**src/rtl/uart_rx_aux.sv**
```systemverilog
`default_nettype none
// =============================================================================
// uart_rx_aux : 16x oversampled UART receiver (start + 8 data LSB first +
//               parity + stop) for the debug/load link.   Rev 1.0
// =============================================================================
module uart_rx_aux #(
  parameter int N_BITS_DATA  = 8,
  parameter int N_CONT_TICKS = 4,
  parameter int N_BITS_STATE = 5
) (
  input  logic                   clock,
  input  logic                   reset,
  input  logic                   s_ticks,
  input  logic                   rx_data_in,
  output logic [N_BITS_DATA-1:0] rx_data_out,
  output logic                   rx_done_o,
  output logic                   parity_err_o,
  output logic                   frame_err_o
);

  localparam int COUNT_READ_DATA = 16;
  localparam logic [N_CONT_TICKS-1:0] TICK_MID  = N_CONT_TICKS'(COUNT_READ_DATA / 2 - 1);
  localparam logic [N_CONT_TICKS-1:0] TICK_LAST = N_CONT_TICKS'(COUNT_READ_DATA - 1);
  localparam logic [N_CONT_TICKS-1:0] BIT_LAST  = N_CONT_TICKS'(N_BITS_DATA - 1);

  typedef enum logic [N_BITS_STATE-1:0] {
    IDLE   = N_BITS_STATE'(1),
    START  = N_BITS_STATE'(2),
    DATA   = N_BITS_STATE'(4),
    PARITY = N_BITS_STATE'(8),
    STOP   = N_BITS_STATE'(16)
  } state_t;

  state_t                  state;
  logic                    sync1;
  logic                    rxs;
  logic [N_CONT_TICKS-1:0] tick_cnt;
  logic [N_CONT_TICKS-1:0] bit_cnt;
  logic [N_BITS_DATA-1:0]  shreg;
  logic                    parity_pend;

  always_ff @(posedge clock or negedge reset) begin
    if (!reset) begin
      sync1        <= 1'b1;
      rxs          <= 1'b1;
      state        <= IDLE;
      tick_cnt     <= '0;
      bit_cnt      <= '0;
      shreg        <= '0;
      parity_pend  <= 1'b0;
      rx_data_out  <= '0;
      rx_done_o    <= 1'b0;
      parity_err_o <= 1'b0;
      frame_err_o  <= 1'b0;
    end else begin
      sync1     <= rx_data_in;
      rxs       <= sync1;
      rx_done_o <= 1'b0;
      case (state)
        IDLE: begin
          tick_cnt <= '0;
          if (!rxs) state <= START;
        end
        START: begin
          if (s_ticks) begin
            if (tick_cnt == TICK_MID) begin
              // Mid start bit: a line that is high again was only a glitch
              tick_cnt <= '0;
              bit_cnt  <= '0;
              state    <= rxs ? IDLE : DATA;
            end else begin
              tick_cnt <= tick_cnt + 1'b1;
            end
          end
        end
        DATA: begin
          if (s_ticks) begin
            tick_cnt <= tick_cnt + 1'b1;
            if (tick_cnt == TICK_LAST) begin
              shreg   <= {rxs, shreg[N_BITS_DATA-1:1]};
              bit_cnt <= bit_cnt + 1'b1;
              if (bit_cnt == BIT_LAST) state <= PARITY;
            end
          end
        end
        PARITY: begin
          if (s_ticks) begin
            tick_cnt <= tick_cnt + 1'b1;
            if (tick_cnt == TICK_LAST) begin
              parity_pend <= rxs;
              state       <= STOP;
            end
          end
        end
        STOP: begin
          if (s_ticks) begin
            tick_cnt <= tick_cnt + 1'b1;
            if (tick_cnt == TICK_LAST) begin
              // Leave mid stop bit so a back-to-back start edge is not missed
              state        <= IDLE;
              tick_cnt     <= '0;
              rx_done_o    <= 1'b1;
              rx_data_out  <= shreg;
              parity_err_o <= parity_pend;
              frame_err_o  <= ~rxs;
            end
          end
        end
        default: begin
          state    <= IDLE;
          tick_cnt <= '0;
        end
      endcase
    end
  end

endmodule
`default_nettype wire

```
**config.mk**
```make
export PLATFORM = sky130hd
export DESIGN_NAME = uart_rx_aux
export DESIGN_NICKNAME = d
export VERILOG_FILES = /design/src/rtl/uart_rx_aux.sv
export SDC_FILE = /design/constraint.sdc
export NUM_CORES = 1
export LEC_CHECK = 0
export BUFFER_PORTS_ARGS = -buffer_cell sky130_fd_sc_hd__clkbuf_2
export CAP_MARGIN = 20
export CORE_ASPECT_RATIO = 0.7
export CORE_MARGIN = 2
export CORE_UTILIZATION = 52
export DETAILED_ROUTE_END_ITERATION = 16
export PLACE_DENSITY = 0.76
export SLEW_MARGIN = 5
export SYNTH_ARGS = -nofsm -noshare
export SYNTH_HDL_FRONTEND = slang
export SYNTH_SLANG_ARGS = --single-unit
```
**constraint.sdc**
```tcl
create_clock -name clock -period 2.8 [get_ports clock]
set_input_delay 0.14 -clock clock [delete_from_list [all_inputs] [get_ports clock]]
set_output_delay 0.14 -clock clock [all_outputs]
set_load 0.05 [all_outputs]
```
==> out/results.tsv <==
metric	value	unit
result of the run	finished clean	
number of vias after detailed routing	1223	
launch point of the worst hold path	s_ticks	
Worst EP required	2.96	ns
category of the worst setup path launch point	register	
# setup viols final	0	
worst setup skew after layout	0.00591	ns
IR drop worst, VDD	538	uV
simple-gate area share of the yosys netlist	19.5	%
number of synthesized register bits	35	
clock slew at the register clock pins of the worst setup and hold paths	0.07	ns
number of enable flip-flop cells after synthesis	0	
Leak	0.931	nW
Crit Path Category	register to register	
count of antenna-violating nets left after detailed routing	0	
list of most frequent post-synthesis cells	dfrtp_1 (32), mux2_2 (21), nand2_1 (9), nor2_1 (9)	
initial standard-cell utilization of the core	55.4	%
Site Rows	17	
H-tree level count	2	
clock tree from TritonCTS	done	
GR Util All Layers	18.5	%
die span in x	73.7	um
placement-stage cell area	1850	um2
GP Congestion	0.809	
largest net degree at the start of global routing	36	
number of port buffers	14	
Slowest Stage Delay on Critical Path	0.63	ns
RSZ-0062 raised after global routing	no	
multiplexer area fraction after synthesis	16.8	%
Num CTS Buffers	5	
detailed-router iteration count before antenna repair	4	
number of unique standard cell types used by synthesis	40	
final count of pins violating max slew	0	
sequential share of power	43.3	%
Netlist Area Pre-Place	1770	um2
gr ovfl total	0	
Synth Net Count	157	
total power density per cell area	751	nW/um2
vertical extent of the die	52.8	um
clock sink count	35	
critical path endpoint category	register	
count of hold-fix buffers inserted at cts	2	
PostCTS Resize Cnt	0	
Root Buffer	clkbuf_8	
switching power	0.487	mW
worst reg2reg setup slack	0.48	ns
Crit Reg-Reg Startpoint	state[1]	
critical path arrival	2.48	ns
Placeable Area	3190	um2
number of hold-slack violations in the final timing report	0	
floorplan die area	3890	um2
fmax	431	MHz
number of instances in the synthesized netlist	151	
synthesis-to-layout area growth	11.1	%
half-perimeter wire length of the detailed placement result	2200	um
cell chain of the critical path	or4b_4 > nor2_1 > and2_1 > mux2_2	
Post-Synth XOR/XNOR Area	1.98	%
final instance area	1960	um2
post-synth top area share	45.3	%
post-synthesis adder-cell area fraction	1.42	%
Min-Delay Path Class	input pin to register	
Avg Vias per Cell	5.97	
worst relative slew slack	42.6	%
Clock Latency Late Sink	0.28	ns
combinational cell fraction of total power	31.9	%
Avg Synthesized Cell Area	11.7	um2
initial antenna violation count	0	
Post-CTS Setup Inserts	0	
Worst Max-Slew Pin Slew	0.860	ns
post-detailed-route wirelength per cell	15.3	um
Syn. warnings	0	
Iteration-0 DRC Markers	72	
compound-gate portion of the synthesized area	8.07	%
sequential element share of the synthesized area	49.8	%
via count of the first global-routing pass	1158	
biggest area contributors in the synthesized netlist	dfrtp_1 (45%), mux2_2 (13%), dfstp_2 (4.5%)	
total routed wirelength	3140	um
most instantiated flip-flop cell in the synthesis netlist	dfrtp_1	
Yosys top cell by area	dfrtp_1	
Max FO, Critical Path	16	
post-route clock period utilization	82.9	%
top-level I/O count	15	
fraction of final layout cells sized beyond drive strength 1	35.3	%
Fin Hold WS	0.223	ns
number of filler cells placed in the layout	268	
global-route wire length before repair	5440	um
library cell contributing the largest single delay on the critical path	or4b_4	
Diodes inserted	0	
CP startpoint	state[1]	
Switching Share	33.0	%
Sum Neg Setup Slack	0	ns
share of synthesized registers carrying an async set or reset	100	%
DRC errors left	0	
Longest Clk Path Bufs	2	
dominant combinational cell family by area after synthesis	simple AND/OR/NAND/NOR gates	
shortest period the worst path allows	2.32	ns
number of violations of the max-capacitance limit	0	
Int Pwr	0.988	mW
top-count cell post-synth	dfrtp_1	
part of the total power dissipated in the clock network	24.8	%
Total Nets Final	172	
==> worst max-delay path: cells and delay by family (launching register included) <==
| family | cells | cell delay [ns] |
|---|---|---|
| flip-flops | 1 | 0.55 |
| AND/OR/NAND/NOR | 3 | 1.27 |
| multiplexers | 1 | 0.39 |
==> area by class of cell <==
type	instances	area (um2)	area share, %
clock buffers	7	86.3	4.39
clock inverters	1	5.00	0.255
inverters	1	3.75	0.191
multi-input cells	106	845	43.0
flip-flops and latches	35	880	44.8
well taps	38	47.5	2.42
repair buffers	17	97.6	4.97
==> cell usage in the layout (no fill, tap or decap), drive strengths merged, types with 2 or more instances in the layout <==
cell         netlist  final
o21ai              7      7
or2                2      2
a21oi              2      2
and4               2      2
nand2              9      9
dfrtp             32     32
nand4b             2      2
ha                 2      2
nor3               5      5
nand3              7      7
xor2               2      2
o211ai             2      2
and3b              2      2
clkbuf             4     21
nor2               9      9
xnor2              2      2
mux2              25     25
nand2b             7      7
dlygate4sd3        0      2
or4b               4      4
dfstp              3      3
==> worst paths after layout <==
path,endpoint,cells after the start
worst max-delay path,shreg[0],4
worst min-delay path,tick_cnt[0],3
min in group asynchronous,state[2],2
worst min register to register,rxs,0
worst max register to register,shreg[0],4
max in group asynchronous,tick_cnt[1],2
==> cell families after synthesis <==
logic type                 Yosys count
muxes                               25
adders and majority gates            2
xor gates and xnor gates             4
and+or+nand+nor                     56
DFF                                 35
buffers and inverters               10
AOI/OAI and AO/OA                   19
==> state kept, by name (all words and copies together), names as in the netlist <==
name	cells
shreg	8
rx_data_out	8
parity_pend	1
parity_err_o	1
sync1	1
bit_cnt	4
rx_done_o	1
state	5
tick_cnt	4
rxs	1
frame_err_o	1
==> metrics by stage <==
stage               power (mW)  setup slack, ns  util (%)  instances
floorplan                 1.02            0.845         -        151
detailed placement        1.11            0.499      58.1        195
global route              1.56            0.382      61.6        205
global placement          1.08            0.615      58.1        195
finish                    1.48            0.478      61.6        205
CTS                       1.48            0.473      61.6        205
==> power groups by stage <==
stage	Clock (mW)	Combinational (mW)	Sequential (mW)
6_report	0.367	0.470	0.639
3_5_place_dp	0	0.466	0.643
4_1_cts	0.377	0.471	0.634
5_1_grt	0.398	0.516	0.645
3_3_place_gp	0	0.446	0.636
2_1_floorplan	0	0.438	0.578
==> per-layer routing <==
metal | GRT usage (%) | wire length (um) | vias up
li1 | - | - | 583
met3 | 5.38 | 119 | 4
met1 | 26.4 | 1610 | 613
met5 | 0 | 0 | -
met2 | 27.8 | 1400 | 23
met4 | 4.55 | 20 | 0
No activity file was read; power rests on OpenSTA's default activity.
